## src/rtl/lsu_ctrl.sv

```systemverilog
// Load/store unit: one memory access per instruction over a req/ack handshake,
// with byte-lane steering, load extension and a request timeout.
// Optional misalignment trap: define LSU_MISALIGN_TRAP_EN.
module lsu_ctrl #(
  parameter int unsigned DATA_WIDTH     = 32,
  parameter int unsigned TIMEOUT_CYCLES = 16
) (
  input  logic                  clk,
  input  logic                  rst_n,
  input  logic                  start,
  input  logic                  MemRead,
  input  logic                  MemWrite,
  input  logic [2:0]            Funct3,
  input  logic [DATA_WIDTH-1:0] Addr,
  input  logic [DATA_WIDTH-1:0] WrData,
  output logic                  stall,
  output logic                  done,
  output logic                  err,
  output logic [DATA_WIDTH-1:0] RdData,
  output logic                  mem_req,
  output logic                  mem_we,
  output logic [DATA_WIDTH-1:0] mem_addr,
  output logic [DATA_WIDTH-1:0] mem_wdata,
  output logic [3:0]            mem_be,
  input  logic                  mem_ack,
  input  logic [DATA_WIDTH-1:0] mem_rdata
);

  localparam int unsigned CNT_W = (TIMEOUT_CYCLES > 2) ? $clog2(TIMEOUT_CYCLES) : 1;
  localparam logic [CNT_W-1:0] CNT_LAST = CNT_W'(TIMEOUT_CYCLES - 1);

  typedef enum logic [1:0] {IDLE, REQ, RESP} state_t;
  typedef enum logic [1:0] {SZ_B, SZ_H, SZ_W} size_t;

  state_t                state_q, state_d;
  logic [CNT_W-1:0]      cnt_q, cnt_d;
  size_t                 size_q, size_d;
  logic                  uns_q, uns_d;
  logic                  is_load_q, is_load_d;
  logic [1:0]            addr_lo_q, addr_lo_d;
  logic                  done_q, done_d;
  logic                  err_q, err_d;
  logic [DATA_WIDTH-1:0] rd_data_q, rd_data_d;
  logic                  mem_req_q, mem_req_d;
  logic                  mem_we_q, mem_we_d;
  logic [DATA_WIDTH-1:0] mem_addr_q, mem_addr_d;
  logic [DATA_WIDTH-1:0] mem_wdata_q, mem_wdata_d;
  logic [3:0]            mem_be_q, mem_be_d;

  size_t                 req_size;
  logic [3:0]            lane_be;
  logic [DATA_WIDTH-1:0] lane_wdata;
  logic                  misaligned;
  logic [7:0]            ld_byte;
  logic [15:0]           ld_half;
  logic [DATA_WIDTH-1:0] ld_data;

  // Reserved size codes fall through to word
  always_comb begin
    case (Funct3[1:0])
      2'b00:   req_size = SZ_B;
      2'b01:   req_size = SZ_H;
      default: req_size = SZ_W;
    endcase
  end

  // Store lane steering; loads enable all lanes and carry no data
  always_comb begin
    lane_be    = 4'b1111;
    lane_wdata = '0;
    if (MemWrite) begin
      case (req_size)
        SZ_B: begin
          lane_be    = 4'b0001 << Addr[1:0];
          lane_wdata = {4{WrData[7:0]}};
        end
        SZ_H: begin
          lane_be    = Addr[1] ? 4'b1100 : 4'b0011;
          lane_wdata = {2{WrData[15:0]}};
        end
        default: lane_wdata = WrData;
      endcase
    end
  end

`ifdef LSU_MISALIGN_TRAP_EN
  assign misaligned = ((req_size == SZ_H) && Addr[0]) ||
                      ((req_size == SZ_W) && (Addr[1:0] != 2'b00));
`else
  assign misaligned = 1'b0;
`endif

  // Load extraction from the lane selected by the registered low address bits
  always_comb begin
    case (addr_lo_q)
      2'd0:    ld_byte = mem_rdata[7:0];
      2'd1:    ld_byte = mem_rdata[15:8];
      2'd2:    ld_byte = mem_rdata[23:16];
      default: ld_byte = mem_rdata[31:24];
    endcase
    ld_half = addr_lo_q[1] ? mem_rdata[31:16] : mem_rdata[15:0];
    case (size_q)
      SZ_B:    ld_data = {{24{~uns_q & ld_byte[7]}}, ld_byte};
      SZ_H:    ld_data = {{16{~uns_q & ld_half[15]}}, ld_half};
      default: ld_data = mem_rdata;
    endcase
  end

  always_comb begin
    state_d     = state_q;
    cnt_d       = cnt_q;
    size_d      = size_q;
    uns_d       = uns_q;
    is_load_d   = is_load_q;
    addr_lo_d   = addr_lo_q;
    done_d      = 1'b0;
    err_d       = 1'b0;
    rd_data_d   = rd_data_q;
    mem_req_d   = mem_req_q;
    mem_we_d    = mem_we_q;
    mem_addr_d  = mem_addr_q;
    mem_wdata_d = mem_wdata_q;
    mem_be_d    = mem_be_q;
    stall       = 1'b0;
    case (state_q)
      IDLE: begin
        if (start && (MemRead || MemWrite)) begin
          stall     = 1'b1;
          is_load_d = ~MemWrite;
          size_d    = req_size;
          uns_d     = Funct3[2];
          addr_lo_d = Addr[1:0];
          if (misaligned) begin
            state_d = RESP;
            done_d  = 1'b1;
            err_d   = 1'b1;
          end else begin
            state_d     = REQ;
            cnt_d       = '0;
            mem_req_d   = 1'b1;
            mem_we_d    = MemWrite;
            mem_addr_d  = {Addr[DATA_WIDTH-1:2], 2'b00};
            mem_wdata_d = lane_wdata;
            mem_be_d    = lane_be;
          end
        end
      end
      REQ: begin
        stall = 1'b1;
        if (mem_ack) begin
          state_d   = RESP;
          mem_req_d = 1'b0;
          mem_we_d  = 1'b0;
          done_d    = 1'b1;
          if (is_load_q) rd_data_d = ld_data;
        end else if (cnt_q == CNT_LAST) begin
          state_d   = RESP;
          mem_req_d = 1'b0;
          mem_we_d  = 1'b0;
          done_d    = 1'b1;
          err_d     = 1'b1;
        end else begin
          cnt_d = cnt_q + CNT_W'(1);
        end
      end
      RESP:    state_d = IDLE;
      default: state_d = IDLE;
    endcase
  end

  always_ff @(posedge clk or negedge rst_n) begin
    if (!rst_n) begin
      state_q     <= IDLE;
      cnt_q       <= '0;
      size_q      <= SZ_W;
      uns_q       <= 1'b0;
      is_load_q   <= 1'b0;
      addr_lo_q   <= 2'b00;
      done_q      <= 1'b0;
      err_q       <= 1'b0;
      rd_data_q   <= '0;
      mem_req_q   <= 1'b0;
      mem_we_q    <= 1'b0;
      mem_addr_q  <= '0;
      mem_wdata_q <= '0;
      mem_be_q    <= '0;
    end else begin
      state_q     <= state_d;
      cnt_q       <= cnt_d;
      size_q      <= size_d;
      uns_q       <= uns_d;
      is_load_q   <= is_load_d;
      addr_lo_q   <= addr_lo_d;
      done_q      <= done_d;
      err_q       <= err_d;
      rd_data_q   <= rd_data_d;
      mem_req_q   <= mem_req_d;
      mem_we_q    <= mem_we_d;
      mem_addr_q  <= mem_addr_d;
      mem_wdata_q <= mem_wdata_d;
      mem_be_q    <= mem_be_d;
    end
  end

  assign done      = done_q;
  assign err       = err_q;
  assign RdData    = rd_data_q;
  assign mem_req   = mem_req_q;
  assign mem_we    = mem_we_q;
  assign mem_addr  = mem_addr_q;
  assign mem_wdata = mem_wdata_q;
  assign mem_be    = mem_be_q;

endmodule

```

## config.mk

```make
export PLATFORM = sky130hd
export DESIGN_NAME = lsu_ctrl
export DESIGN_NICKNAME = d
export VERILOG_FILES = /design/src/rtl/lsu_ctrl.sv
export SDC_FILE = /design/constraint.sdc
export NUM_CORES = 1
export LEC_CHECK = 0
export BUFFER_PORTS_ARGS = -buffer_cell sky130_fd_sc_hd__buf_4
export CORE_MARGIN = 2
export CORE_UTILIZATION = 53
export CTS_BUF_LIST = sky130_fd_sc_hd__clkbuf_16
export CTS_CLUSTER_SIZE = 30
export DETAILED_ROUTE_END_ITERATION = 6
export GPL_TIMING_DRIVEN = 0
export PLACE_DENSITY_LB_ADDON = 0.15
export SYNTH_ARGS = -nofsm -noshare
export SYNTH_HDL_FRONTEND = slang
export SYNTH_SLANG_ARGS = --single-unit
```

## constraint.sdc

```tcl
create_clock -name clk -period 2.6 [get_ports clk]
set_input_delay 0.26 -clock clk [delete_from_list [all_inputs] [get_ports clk]]
set_output_delay 0.26 -clock clk [all_outputs]
set_load 0.01 [all_outputs]
```

# [Word-level counts from Yosys, hierarchy flattened]
# Index checks and enable logic that the tools add are counted.
[op_classes] n_bitwise=4 n_mux=30 n_addsub=1 reduce_logical=13 shift=1 n_eq_ne=11
[op_table] cell="$pmux 32 s2" n=2
[op_table] cell="$mux 32" n=1
[op_table] cell="$pmux 8 s3" n=1
[op_table] cell="$mux 4" n=5
[op_table] cell="$mux 16" n=1
[op_table] cell="$pmux 4 s2" n=2
[op_table] cell="$eq 2x1->1 const B" n=5
[op_table] cell="$logic_not 2->1" n=5
[op_table] cell="$mux 1" n=10
[op_table] cell="$pmux 2 s2" n=2
[op_table] cell="$mux 2" n=3
[op_table] cell="$ne 2x2->1 const B" n=3
[op_table] cell="$pmux 1 s2" n=3
[op_table] cell="$reduce_and 3->1" n=2
[op_table] cell="$add 4x1->4 const B" n=1
[op_table] cell="$eq 4x4->1 const B" n=1
[op_table] cell="$reduce_and 2->1" n=2
[op_table] cell="$reduce_and 4->1" n=1
[op_table] cell="$shl 1x2->4 const A" n=1
[op_table] cell="$ne 3x3->1 const B" n=1
[op_table] cell="$and 1x1->1" n=2
[op_table] cell="$eq 2x2->1 const B" n=1
[op_table] cell="$not 1->1" n=2
[op_table] cell="$reduce_bool 2->1" n=1
[op_table] cell="2 further kinds" n=2
[totals] out_inout_bits=105 ff_bits=114 elab_cells=74 input_bits=105

# [Logic depth before layout (Yosys ltp)]
[logic_depth] word_depth=5 ltp_mapped=6 depth_no_buf=5

# [Worst setup path after synthesis]
# OpenSTA, ideal clock, no wires.
[synth_timing] path_kind="register -> register" from="register addr_lo_q[1]" to="register rd_data_q[10] (netlist: RdData[10])" n_path_buf=0 synth_period_minus_slack_ns=1.563 required_time_ns=2.452 path_slack_ns=1.037 path_stages_with_launch=5 arrival_ns=1.415 setup_ns=0.148 path_cell_list="dfrtp_1 mux2_4 mux2_4 a211oi_4 a221oi_1"
[synth_between] elab_chain_cells=4 elab_cells_between_ends=7 cone_classes="eq/ne: 2; mux: 3; bitwise: 1; reduce/logical: 1"
[synth_lines] item="from (decl)" line="40" text="logic [1:0] addr_lo_q, addr_lo_d;"
[synth_lines] item="from (signal assigned)" line="193" text="addr_lo_q <= addr_lo_d;"
[synth_lines] item="$eq 2x2->1, or another cell as far along" line="95" text="case (addr_lo_q)"
[synth_lines] item="$pmux 8 s3" line="95"
[synth_lines] item="$and 1x1->1" line="103" text="SZ_B: ld_data = {{24{~uns_q & ld_byte[7]}}, ld_byte};"
[synth_lines] item="$pmux 32 s2 *" line="102" text="case (size_q)"
[synth_lines] item="to (signal assigned)" line="196" text="rd_data_q <= rd_data_d;"
[synth_lines] item="to (decl)" line="43" text="logic [DATA_WIDTH-1:0] rd_data_q, rd_data_d;"
# Mark *: on every way between the ends. The rest lies on a longest branch, timed or not.
# A chain may end at the register's enable or synchronous reset.

# [Final worst setup path]
[layout_timing] from="register state_q[1]" to="register rd_data_q[10] (netlist: RdData[10])"
[layout_between] elab_chain_cells=2
[layout_lines] item="from (decl)" line="35" text="state_t state_q, state_d;"
[layout_lines] item="from (signal assigned)" line="188" text="state_q <= state_d;"
[layout_lines] item="$eq 2x1->1" line="125" text="case (state_q)"
[layout_lines] item="$reduce_and 3->1 (no source line)"
# Every way passes these cells.

==> run summary <==
outcome = finished, final reports clean
most common flop cell mapped by yosys = dfrtp_1
Die Area = 0.0109 mm²
first-pass GRT wire length = 26,800 µm
gr ovfl total = 0
flop-to-flop setup slack = 630 ps
sequential group share of total power = 35.6%
fin util = 78.3%
synthesized area = 0.00533 mm²
Multi-input gate area = 0.00227 mm²
Max Cap Viol = 0
critical path class = reg -> reg
Setup TNS = 0 ps
DIE WIDTH = 104 µm
vias in the first global route = 5,177
Routed WL per cell = 17.3 µm
RSZ-0062 raised after global routing = no
clk sinks = 114
cell count after synthesis = 592
Post-DP HPWL = 12,100 µm
Hold Crit Endpoint = mem_addr[27]$_DFFE_PN0P_
worst vdd ir = 0.553 mV
hold path start = Addr[27]
Inserted Diodes = 0
critical path required time = 2860 ps
nets = 925
Achievable Freq = 0.509 GHz
largest net degree at the start of global routing = 65
logic gate share of total power = 35.3%
Net Sw Power = 0.00262 W
H-Tree Depth = 4
Top Usage Layer GRT = met2
Pleak = 3.85 nW
pwr dens = 1020 mW/mm²
Slew Limit Fails = 0
Worst Path Max Fanout = 10
met1 usage = 39.3%
CTS buffer count = 17
CP endpoint kind = flop
ys async rst share = 100%
floorplan core area = 0.00977 mm²
Setup crit start kind = flop
worst slew pin tran = 660 ps
I/O Pins = 210
Yosys reg bits = 114
Post-synth EDFFs = 0
hold depth = 3
synth warn = 0
initial antenna violation count = 0
Finished Cell Area = 0.00765 mm²
DRC violations left = 0
M2 GR Usage = 52.1%
min cycle time layout = 1970 ps
Filler cells = 646
Critical Path Start = state_q[1]$_DFFE_PN0P_
CTS root buf = clkbuf_16
Yosys cell types = 39
Worst-path clk slew = 50 ps
capturing point of the worst reg2reg path = RdData[10]$_DFFE_PN0P_
GR Util All Layers = 31.4%
Die Y = 104 µm
std cell rows = 36
Worst R2R Path Depth = 3
placement-stage cell area = 0.00707 mm²
Worst-Skew Late Latency = 400 ps
Slew headroom = 56.0%
Worst EP arrival = 2220 ps
final std cells w/o fill = 964
layout cell share with drive strength beyond 1 = 33.0%
Max clock buf depth = 2
final wirelength = 16,700 µm
via count = 5,277
Pre-antenna DRT Iters = 7
post-synthesis sequential area ratio = 53.5%
Starting Density = 54.5%
Tcrit/Tclk final = 75.6%
GP Congestion = 0.927
DRT iter0 DRCs = 353
final setup fails = 0
register area = 0.00285 mm²
Clock power frac = 29.1%
r2r startpoint = state_q[1]$_DFFE_PN0P_
Internal = 0.00522 W
worst hold path type = in -> reg
via/cell ratio = 5.47
switching share of power = 33.5%
skew final = 7.23 ps
Post-DRT Antenna Nets = 0
final hold vios = 0
area delta synth->final = 43.5%
Syn Area/Cell = 9.00 µm²
CTS tree = built
global-route met3 utilization = 8.77%
Placed Cells = 932
PortBufs = 205
critical path, cell delays in order (launching register included):
cell and delay, ps:
dfrtp_1 430, nand4b_1 620, a211oi_4 580, a221oi_1 180
power by group through the flow:
stage | combinational (W) | clock [W] | sequential [W]
floorplan | 0.00110 | 0 | 0.00300
global placement | 0.00269 | 0 | 0.00276
detailed placement | 0.00275 | 0 | 0.00279
CTS | 0.00278 | 0.00229 | 0.00278
global route | 0.00303 | 0.00237 | 0.00286
finish | 0.00277 | 0.00228 | 0.00279
cell families (layout without fill, tap and decap cells):
| family | after synthesis | in the layout | share of synthesized area (%) |
|---|---|---|---|
| AND/OR/NAND/NOR | 270 | 270 | 20.6 |
| AO/OA/AOI/OAI | 122 | 122 | 14.2 |
| flip-flops | 114 | 114 | 53.5 |
| buffers and inverters | 48 | 286 | 3.97 |
| multiplexers | 34 | 34 | 7.04 |
| XOR/XNOR | 2 | 2 | 0.329 |
| adder cells (fa/ha/maj) | 1 | 1 | 0.235 |
| other | 1 | 2 | 0.0704 |
cell usage after synthesis, types with 2 or more instances:
| library cell | n | area [µm²] |
|---|---|---|
| a22o_1 | 9 | 78.8 |
| dfrtp_1 | 113 | 2830 |
| a22oi_1 | 6 | 45.0 |
| clkbuf_1 | 25 | 93.8 |
| nand3_1 | 17 | 85.1 |
| mux2_4 | 3 | 45.0 |
| mux2i_1 | 15 | 150 |
| mux2_2 | 16 | 180 |
| inv_1 | 7 | 26.3 |
| nor2b_1 | 10 | 62.6 |
| o22a_1 | 6 | 52.6 |
| a21oi_1 | 50 | 250 |
| buf_2 | 13 | 65.1 |
| buf_4 | 2 | 15.0 |
| xor2_1 | 2 | 17.5 |
| o21ai_0 | 32 | 160 |
| nand2_1 | 183 | 687 |
| nor2_1 | 49 | 184 |
| a221oi_1 | 8 | 70.1 |
| a31oi_1 | 4 | 25.0 |
| nand2b_1 | 4 | 25.0 |
cell usage in the layout, fill, tap and decap left out, types with 2 or more instances in the layout:
cell type / synthesis / routed
conb_1: 1 / 2
nand3_1: 17 / 17
o21ai_0: 32 / 32
mux2_4: 3 / 3
clkinv_2: 0 / 4
buf_2: 13 / 13
clkbuf_1: 25 / 25
clkinv_1: 0 / 3
nand2b_1: 4 / 4
bufinv_16: 0 / 3
nand2_1: 183 / 183
buf_4: 2 / 207
dfrtp_1: 113 / 113
xor2_1: 2 / 2
a31oi_1: 4 / 4
clkbuf_16: 0 / 17
mux2i_1: 15 / 15
clkinvlp_4: 0 / 3
nor2_1: 49 / 49
a21oi_1: 50 / 50
o22a_1: 6 / 6
mux2_2: 16 / 16
a221oi_1: 8 / 8
a22oi_1: 6 / 6
inv_1: 7 / 8
nor2b_1: 10 / 10
a22o_1: 9 / 9
routing by layer:
metal	vias to the layer above	share of wire (%)	wire length [µm]
met1	2530	40	6620
met5	-	0	0
met4	0	2.9	486
met2	265	50	8300
li1	2441	-	-
met3	41	7.9	1320
per-stage QoR:
step | total power (W) | setup slack, ps | hold slack [ps]
2_1_floorplan | 0.00410 | 1040 | -35.6
3_3_place_gp | 0.00545 | 715 | 450
3_5_place_dp | 0.00554 | 681 | 340
4_1_cts | 0.00785 | 666 | 30.6
5_1_grt | 0.00826 | 513 | 40.2
6_report | 0.00784 | 634 | 40.7
sequential cells by signal, summed over array words and instances (netlist names):
signal,cells
cnt_q,4
RdData,32
uns_q,1
is_load_q,1
mem_be,4
mem_addr,30
done,1
mem_req,1
addr_lo_q,2
size_q,2
mem_wdata,32
state_q,2
mem_we,1
err,1
how the worst max path moves through the flow:
stage	slack, ps	depth (start not counted)	to
2_1_floorplan	1040	4	RdData[10]$_DFFE_PN0P_
3_3_place_gp	710	3	RdData[11]$_DFFE_PN0P_
3_5_place_dp	680	3	RdData[10]$_DFFE_PN0P_
4_1_cts	670	3	RdData[15]$_DFFE_PN0P_
5_1_grt	510	3	RdData[10]$_DFFE_PN0P_
6_report	630	3	RdData[10]$_DFFE_PN0P_
layout make-up:
cell class / instances / area share (%)
Buffer: 41 / 2.42
Clock buffer: 17 / 5.56
Clock inverter: 14 / 1.93
Inverter: 7 / 0.343
Multi-Input combinational cell: 431 / 29.7
Sequential cell: 114 / 37.3
Tap cell: 133 / 2.18
Timing Repair Buffer: 207 / 20.6
what timing repair did:
action	4_1_cts	5_1_grt
endpoints found under the setup margin	0	0
resized for setup	0	0
hold buffers	1	0
hold endpoints to repair	50	0
setup buffers	0	0
No activity file was read; power rests on OpenSTA's default activity.
